### src/rtl/fifo_arb_pkg.sv
// Shared definitions for the FIFO write arbiter: state encoding and ID width helper.
package fifo_arb_pkg;

  localparam logic ST_IDLE  = 1'b0;
  localparam logic ST_GRANT = 1'b1;

  typedef enum logic {
    StIdle  = ST_IDLE,
    StGrant = ST_GRANT
  } arb_state_e;

  // Source tag width; never below one bit so ports stay legal.
  function automatic int unsigned id_width(input int unsigned n);
    int unsigned w;
    w = 1;
    if (n > 1) w = $clog2(n);
    return w;
  endfunction

endpackage

### src/rtl/rr_pick.sv
// Combinational round-robin picker: first set request after rr_last, ascending with wrap.
module rr_pick
  import fifo_arb_pkg::*;
#(
  parameter int unsigned NUM_REQ = 4,
  parameter int unsigned ID_W    = id_width(NUM_REQ)
) (
  input  logic [NUM_REQ-1:0] req,
  input  logic [ID_W-1:0]    rr_last,
  output logic               any,
  output logic [ID_W-1:0]    winner
);

  logic [ID_W-1:0] idx;

  always_comb begin
    any    = 1'b0;
    winner = '0;
    idx    = '0;
    // rr_last itself is visited last (k == NUM_REQ), giving it lowest priority.
    for (int unsigned k = 1; k <= NUM_REQ; k++) begin
      idx = ID_W'((32'(rr_last) + k) % NUM_REQ);
      if (!any && req[idx]) begin
        any    = 1'b1;
        winner = idx;
      end
    end
  end

endmodule

### src/rtl/fifo_wr_arbiter.sv
// Round-robin arbiter sharing one FIFO write port between NUM_REQ producers.
// Grant is held until packet end or MAX_BURST beats; beats are tagged with the source ID.
module fifo_wr_arbiter
  import fifo_arb_pkg::*;
#(
  parameter int unsigned  NUM_REQ    = 4,
  parameter int unsigned  DATA_WIDTH = 8,
  parameter int unsigned  MAX_BURST  = 8,
  localparam int unsigned ID_W       = id_width(NUM_REQ)
) (
  input  logic                          clk,
  input  logic                          rst,
  input  logic [NUM_REQ-1:0]            req_valid,
  input  logic [NUM_REQ-1:0]            req_last,
  input  logic [NUM_REQ*DATA_WIDTH-1:0] req_data,
  output logic [NUM_REQ-1:0]            req_ready,
  input  logic                          fifo_full,
  output logic                          fifo_wr_en,
  output logic [ID_W+DATA_WIDTH-1:0]    fifo_wr_data,
  output logic                          grant_valid,
  output logic [ID_W-1:0]               grant_id
);

  localparam int unsigned CNT_W = $clog2(MAX_BURST + 1);

  arb_state_e       state_q, state_d;
  logic [ID_W-1:0]  grant_id_q, grant_id_d;
  logic [ID_W-1:0]  rr_last_q, rr_last_d;
  logic [CNT_W-1:0] beat_cnt_q, beat_cnt_d;

  logic [DATA_WIDTH-1:0] data_arr [NUM_REQ];
  logic [NUM_REQ-1:0]    pick_req;
  logic [ID_W-1:0]       winner;
  logic                  any_req;
  logic                  granted;
  logic                  pkt_done;
  logic                  burst_done;
  logic                  release_grant;

  for (genvar g = 0; g < NUM_REQ; g++) begin : g_unpack
    assign data_arr[g] = req_data[g*DATA_WIDTH +: DATA_WIDTH];
  end

  rr_pick #(
    .NUM_REQ (NUM_REQ),
    .ID_W    (ID_W)
  ) u_rr_pick (
    .req     (pick_req),
    .rr_last (rr_last_q),
    .any     (any_req),
    .winner  (winner)
  );

  // Write port muxing; nothing is accepted while rst is asserted.
  always_comb begin
    granted      = (state_q == StGrant) && !rst;
    req_ready    = '0;
    fifo_wr_en   = 1'b0;
    fifo_wr_data = '0;
    if (granted) begin
      req_ready[grant_id_q] = !fifo_full;
      fifo_wr_en            = req_valid[grant_id_q] && !fifo_full;
    end
    if (fifo_wr_en) fifo_wr_data = {grant_id_q, data_arr[grant_id_q]};
  end

  always_comb begin
    pkt_done      = fifo_wr_en && req_last[grant_id_q];
    burst_done    = fifo_wr_en && ((beat_cnt_q + CNT_W'(1)) == CNT_W'(MAX_BURST));
    release_grant = pkt_done || burst_done;
    // A producer whose packet just ended has no pending beat on its valid line; a producer
    // split by MAX_BURST still does and competes at lowest priority.
    pick_req = req_valid;
    if ((state_q == StGrant) && pkt_done) pick_req[grant_id_q] = 1'b0;
  end

  always_comb begin
    state_d    = state_q;
    grant_id_d = grant_id_q;
    rr_last_d  = rr_last_q;
    beat_cnt_d = beat_cnt_q;
    case (state_q)
      StIdle: begin
        if (any_req) begin
          state_d    = StGrant;
          grant_id_d = winner;
          rr_last_d  = winner;
          beat_cnt_d = '0;
        end
      end
      StGrant: begin
        if (release_grant) begin
          beat_cnt_d = '0;
          if (any_req) begin
            grant_id_d = winner;
            rr_last_d  = winner;
          end else begin
            state_d = StIdle;
          end
        end else if (fifo_wr_en) begin
          beat_cnt_d = beat_cnt_q + CNT_W'(1);
        end
      end
      default: state_d = StIdle;
    endcase
  end

  always_ff @(posedge clk) begin
    if (rst) begin
      state_q    <= StIdle;
      grant_id_q <= '0;
      rr_last_q  <= ID_W'(NUM_REQ - 1);
      beat_cnt_q <= '0;
    end else begin
      state_q    <= state_d;
      grant_id_q <= grant_id_d;
      rr_last_q  <= rr_last_d;
      beat_cnt_q <= beat_cnt_d;
    end
  end

  assign grant_valid = (state_q == StGrant);
  assign grant_id    = grant_id_q;

endmodule
### config.mk
export PLATFORM = sky130hd
export DESIGN_NAME = fifo_wr_arbiter
export DESIGN_NICKNAME = d
export VERILOG_FILES = /design/src/rtl/fifo_arb_pkg.sv /design/src/rtl/rr_pick.sv /design/src/rtl/fifo_wr_arbiter.sv
export SDC_FILE = /design/constraint.sdc
export NUM_CORES = 1
export LEC_CHECK = 0
export CORE_UTILIZATION = 41
export CTS_CLUSTER_SIZE = 10
export DETAILED_ROUTE_END_ITERATION = 8
export PLACE_DENSITY = 0.86
export REMOVE_ABC_BUFFERS = 1
export SETUP_SLACK_MARGIN = 0.02
export SYNTH_ARGS = -nofsm -noshare
export SYNTH_HDL_FRONTEND = slang
export SYNTH_SLANG_ARGS = --single-unit
### constraint.sdc
create_clock -name clk -period 4.8 [get_ports clk]
set_clock_uncertainty 0.1 [all_clocks]
set_input_delay 0.96 -clock clk [delete_from_list [all_inputs] [get_ports clk]]
set_output_delay 0.96 -clock clk [all_outputs]
set_load 0.005 [all_outputs]
==> qor.txt, run 1 <==
run status -> finished, final reports clean
endpoints failing hold -> 0
post-synth top area cell -> mux4_2
DR vias -> 1,227
Final nets -> 221
max-slew violation count -> 0
start point of the worst min-delay path -> beat_cnt_q[3]
slew margin rel. -> 50.8%
post-synthesis cell type count -> 43
post-route setup TNS -> 0 ns
CP Max Fanout -> 12
DRT iter0 DRCs -> 39
FF+latch count, synth -> 9
largest net degree at the start of global routing -> 19
IO buf count -> 60
H-Tree Depth -> 1
# Max-Cap Violations -> 0
RR Startpoint -> grant_id[1]
CP startpoint kind -> input port
Num CTS Buffers -> 3
grt ovf -> 0
die width -> 52.6 µm
area of the mapped netlist -> 1050 µm²
Core Rows -> 17
Reg clk slew, reported paths -> 0.06 ns
vias in the first global route -> 1,158
# resized after CTS -> 0
CTS tree -> yes
r2r worst-path depth -> 6
CP arrival -> 3.00 ns
placed cell count -> 200
YS warnings -> 0
Synth-to-Final Area Change -> 59.7%
Core ar. -> 2320 µm²
Die Height -> 52.6 µm
area share of the largest cell type after synthesis -> 21.5%
Inserted Diodes -> 0
leakage -> 0.626 nW
Vias per Instance -> 6.01
root buf cell -> clkbuf_4
Power Density -> 162 nW/µm²
WHS -> 0.387 ns
Ports -> 61
gr usage total -> 23.7%
final setup fails -> 0
DRC -> 0
Reg2Reg Setup Slack -> 2.17 ns
post-route insts no fill -> 204
Area contributors post-synth -> mux4_2 (21%), dfxtp_1 (17%), and3_1 (6.0%)
Post-synth EDFFs -> 0
share of layout cells above drive strength 1 -> 11.9%
worst vdd ir -> 211 µV
GPL Wtd Cong -> 0.905
leading cell type in the layout, fill and taps excluded -> clkdlybuf4s50_1
Worst setup EP type -> output port
R2R Path End -> rr_last_q[0]
routed wire length -> 3200 µm
Initial Utilization -> 45.3%
hold_buf cts -> 0
post-synthesis cell count -> 118
Final Instance Area -> 1680 µm²
f_max -> 246 MHz
Hold Path Class -> flop to flop
HPWL after detailed placement -> 2630 µm
die area -> 2770 µm²
initial antenna violation count -> 0
drt wl/cell -> 15.7 µm
CP required -> 3.74 ns
Routed Antenna Nets -> 0
clk sink count -> 9
DP Area -> 1650 µm²
slew of the pin with the lowest slew margin -> 0.737 ns
commonest non-fill, non-tap cells in the layout -> clkdlybuf4s50_1 (60), mux4_2 (10), nor2_1 (10), and3_1 (10), dfxtp_1 (9)
sequential share of the synthesized area -> 17.2%
final period utilization -> 84.6%
RSZ-0062 raised after global routing -> false
Hold Path Cell Cnt -> 1
Max Root-Sink Buffers -> 2
Post-synth ARST share -> 0%
Period minus WS final -> 4.06 ns
First-pass DRT Iterations -> 4
Setup Buffers After CTS -> 0
syn avg cell area -> 8.90 µm²
worst skew pair latency -> 0.25 ns
critical path type -> input port to output port
global-route wire length before repair -> 4930 µm
worst hold path endpoint -> beat_cnt_q[3]
Synth Flop Type -> dfxtp_1
[stage by stage]
stage | setup slack (ns) | power [mW] | util [%]
finish | 0.739 | 0.271 | 72.3
global route | 0.631 | 0.286 | 72.3
CTS | 0.758 | 0.273 | 72.3
detailed placement | 0.759 | 0.215 | 71.2
global placement | 0.804 | 0.211 | 71.2
floorplan | 2.00 | 0.150 | -
[cell families (layout without fill, tap and decap cells)]
logic type / after synthesis / after routing / share of synthesized area (%)
compound gates: 33 / 33 / 25.3
simple gates: 50 / 50 / 26.3
mux: 12 / 12 / 23.5
fa+ha+maj: 1 / 1 / 1.19
flops: 9 / 9 / 17.2
buf+inv: 13 / 71 / 6.56
[per-layer routing]
metal  share of wire, %  GRT usage, %
met1                 37          24.3
met2                 51          47.0
met3                 11          5.51
met4                1.3          5.70
met5                  0             0
[worst max-delay path by stage]
stage          startpoint         endpoint  slack (ns)  cells past startpoint
2_1_floorplan   fifo_full  fifo_wr_data[8]        2.00                      3
5_1_grt               rst     req_ready[0]        0.63                      4
3_5_place_dp          rst     req_ready[0]        0.76                      4
6_report              rst     req_ready[0]        0.74                      4
3_3_place_gp          rst     req_ready[0]        0.80                      4
4_1_cts               rst     req_ready[0]        0.76                      4
[cells in the mapped netlist (all sizes together), types with 2 or more instances]
master	count
inv	5
nand2	6
mux4	10
and3	10
o21ai	6
nor3b	2
buf	6
nor3	6
dfxtp	9
nand4	2
nand3b	3
and2	2
o21ba	2
a21oi	8
nand2b	3
o311ai	3
a211oi	2
clkbuf	2
nor2	10
o31ai	2
nand3	2
[worst max-delay path, cell delays in order]
cell and delay (ns):
clkdlybuf4s50_1 0.62, or3b_1 0.59, nor3_1 0.26, clkdlybuf4s50_1 0.57
[area by class of cell]
| class | instances | area [µm²] |
|---|---|---|
| Clock buffer | 4 | 26.3 |
| Fill cell | 186 | 642 |
| Inverter | 5 | 18.8 |
| Multi-Input combinational cell | 96 | 801 |
| Sequential cell | 9 | 180 |
| Tap cell | 28 | 35.0 |
| Timing Repair Buffer | 62 | 616 |
[state kept, by name (all words and copies together), names as in the netlist]
| signal | count |
|---|---|
| beat_cnt_q | 4 |
| grant_id | 2 |
| rr_last_q | 2 |
| grant_valid | 1 |
[where the power goes]
part / total [mW] / switching [mW] / internal (mW)
logic: 0.121 / 0.0432 / 0.0774
registers: 0.0928 / 0.0137 / 0.0791
clock network: 0.0577 / 0.0257 / 0.0320
No activity file was read; power rests on OpenSTA's default activity.
==> run 2, diff against run 1 <==
--- a/config.mk
+++ b/config.mk
@@ -5,10 +5,10 @@
 export SDC_FILE = /design/constraint.sdc
 export NUM_CORES = 1
 export LEC_CHECK = 0
-export CORE_UTILIZATION = 41
+export CORE_UTILIZATION = 34
 export CTS_CLUSTER_SIZE = 10
 export DETAILED_ROUTE_END_ITERATION = 8
-export PLACE_DENSITY = 0.86
+export PLACE_DENSITY = 0.76
 export REMOVE_ABC_BUFFERS = 1
 export SETUP_SLACK_MARGIN = 0.02
 export SYNTH_ARGS = -nofsm -noshare
==> constraint.sdc (replaced) <==
create_clock -name clk -period 3.5 [get_ports clk]
set_clock_uncertainty 0.1 [all_clocks]
set_input_delay 0.7 -clock clk [delete_from_list [all_inputs] [get_ports clk]]
set_output_delay 0.7 -clock clk [all_outputs]
set_load 0.005 [all_outputs]
==> run 2 against run 1 <==
The flow now finishes with violations (design-rule violations). Power is 41% higher. Sequential share of layout area decreased by 0.38 points. Non-clock buffer count is 6 higher. Die area is 20% higher. Wire length grew 2.8%. Worst hold slack improved by 0.0063 ns. Cell count grew 4.4%. Sequential power is 34% higher. Combinational power increased by 46%. Global-route usage shrank 3.0 points. Flip-flop and latch count did not move. Register-to-register slack got worse by 1.2 ns. Largest cell class unchanged.
==> qor.txt, run 2 (synthesis gave the netlist of run 1 again) <==
Vias per Instance -> 5.70
f_max -> 307 MHz
Core ar. -> 2830 µm²
Worst setup EP type -> output port
Top reg by flops -> beat_cnt_q
CP required -> 2.70 ns
worst skew pair latency -> 0.27 ns
Ports -> 61
CP startpoint kind -> input port
RSZ-0062 raised after global routing -> false
# resized after CTS -> 0
critical path type -> input port to output port
CP arrival -> 2.46 ns
CP Max Fanout -> 11
# Max-Cap Violations -> 0
leading cell type in the layout, fill and taps excluded -> clkdlybuf4s50_1
CTS tree -> yes
Die Height -> 57.6 µm
# fillers -> 242
vias in the first global route -> 1,123
Final nets -> 227
Routed Antenna Nets -> 0
post-route setup TNS -> 0 ns
Core Rows -> 19
Initial Utilization -> 37.1%
register area -> 180 µm²
final setup fails -> 0
hold_buf cts -> 0
share of layout cells above drive strength 1 -> 14.8%
Synth-to-Final Area Change -> 65.6%
clk sink count -> 9
DR vias -> 1,214
die width -> 57.6 µm
commonest non-fill, non-tap cells in the layout -> clkdlybuf4s50_1 (60), mux4_2 (10), nor2_1 (10), and3_1 (10), dfxtp_1 (9)
Hold Path Class -> flop to flop
Hold Path Cell Cnt -> 1
root buf cell -> clkbuf_4
HPWL after detailed placement -> 2700 µm
Multi-input gate area -> 801 µm²
GPL Wtd Cong -> 0.863
leakage -> 0.659 nW
final period utilization -> 93.0%
Max Root-Sink Buffers -> 2
global-route wire length before repair -> 5400 µm
endpoints failing hold -> 0
DRT iter0 DRCs -> 64
WHS -> 0.393 ns
Num CTS Buffers -> 3
grt ovf -> 0
number of flip-flops in the largest register -> 4
die area -> 3310 µm²
initial antenna violation count -> 0
max-slew violation count -> 0
slew of the pin with the lowest slew margin -> 0.493 ns
Period minus WS final -> 3.26 ns
First-pass DRT Iterations -> 8
H-Tree Depth -> 1
worst vdd ir -> 207 µV
routed wire length -> 3290 µm
run status -> complete, but fails checks
drt wl/cell -> 15.4 µm
Reg clk slew, reported paths -> 0.05 ns
IO buf count -> 60
largest net degree at the start of global routing -> 12
r2r worst-path depth -> 7
Power Density -> 220 nW/µm²
Setup Buffers After CTS -> 0
DRC -> 9
slew margin rel. -> 66.6%
gr usage total -> 20.7%
violated checks -> design-rule violations
Inserted Diodes -> 0
-- run 2: cell count changes in the layout (fill, tap and decap cells not counted), sizes merged --
cell,change
buf,+6
-- run 2: area by class of cell --
| class | instances | share of cell area (%) |
|---|---|---|
| tap | 31 | 2.23 |
| timing repair buffer | 68 | 38.7 |
| sequential | 9 | 10.4 |
| inverter | 5 | 1.08 |
| multi-input combinational | 96 | 46.1 |
| clock buffer | 4 | 1.51 |
-- run 2: report_power, final --
part           leakage [nW]  switching [mW]  internal (mW)  total (mW)
registers            0.0739          0.0154          0.109       0.124
logic                 0.570          0.0629          0.114       0.177
clock network        0.0150          0.0375         0.0440      0.0815
total                 0.659           0.116          0.266       0.382
-- run 2: final timing paths --
kind	start	end	slack (ns)
min reg2reg	beat_cnt_q[3]	beat_cnt_q[3]	0.39
max	req_valid[3]	fifo_wr_en	0.24
min	beat_cnt_q[3]	beat_cnt_q[3]	0.39
max reg2reg	grant_valid	rr_last_q[1]	1.01
-- run 2: worst max-delay path: stages --
cell	delay, ns
clkdlybuf4s50_1	0.48
mux4_2	0.60
nand2_1	0.16
inv_1	0.07
clkdlybuf4s50_1	0.44
-- run 2: per-stage QoR --
step	area (µm²)	util [%]	setup slack, ns	power, mW	instances
floorplan	1000	-	0.976	0.205	110
detailed placement	1710	60.5	0.257	0.303	209
CTS	1740	61.4	0.255	0.385	213
global route	1740	61.4	0.149	0.405	213
finish	1740	61.4	0.244	0.382	213
global placement	1710	60.5	0.269	0.299	209
-- run 2: layer usage --
layer	up-vias	wire (µm)	track usage, %
met1	568	1420	27.2
met3	2	328	4.31
met4	0	20	3.14
met2	49	1520	35.4
li1	595	-	-
met5	-	0	0
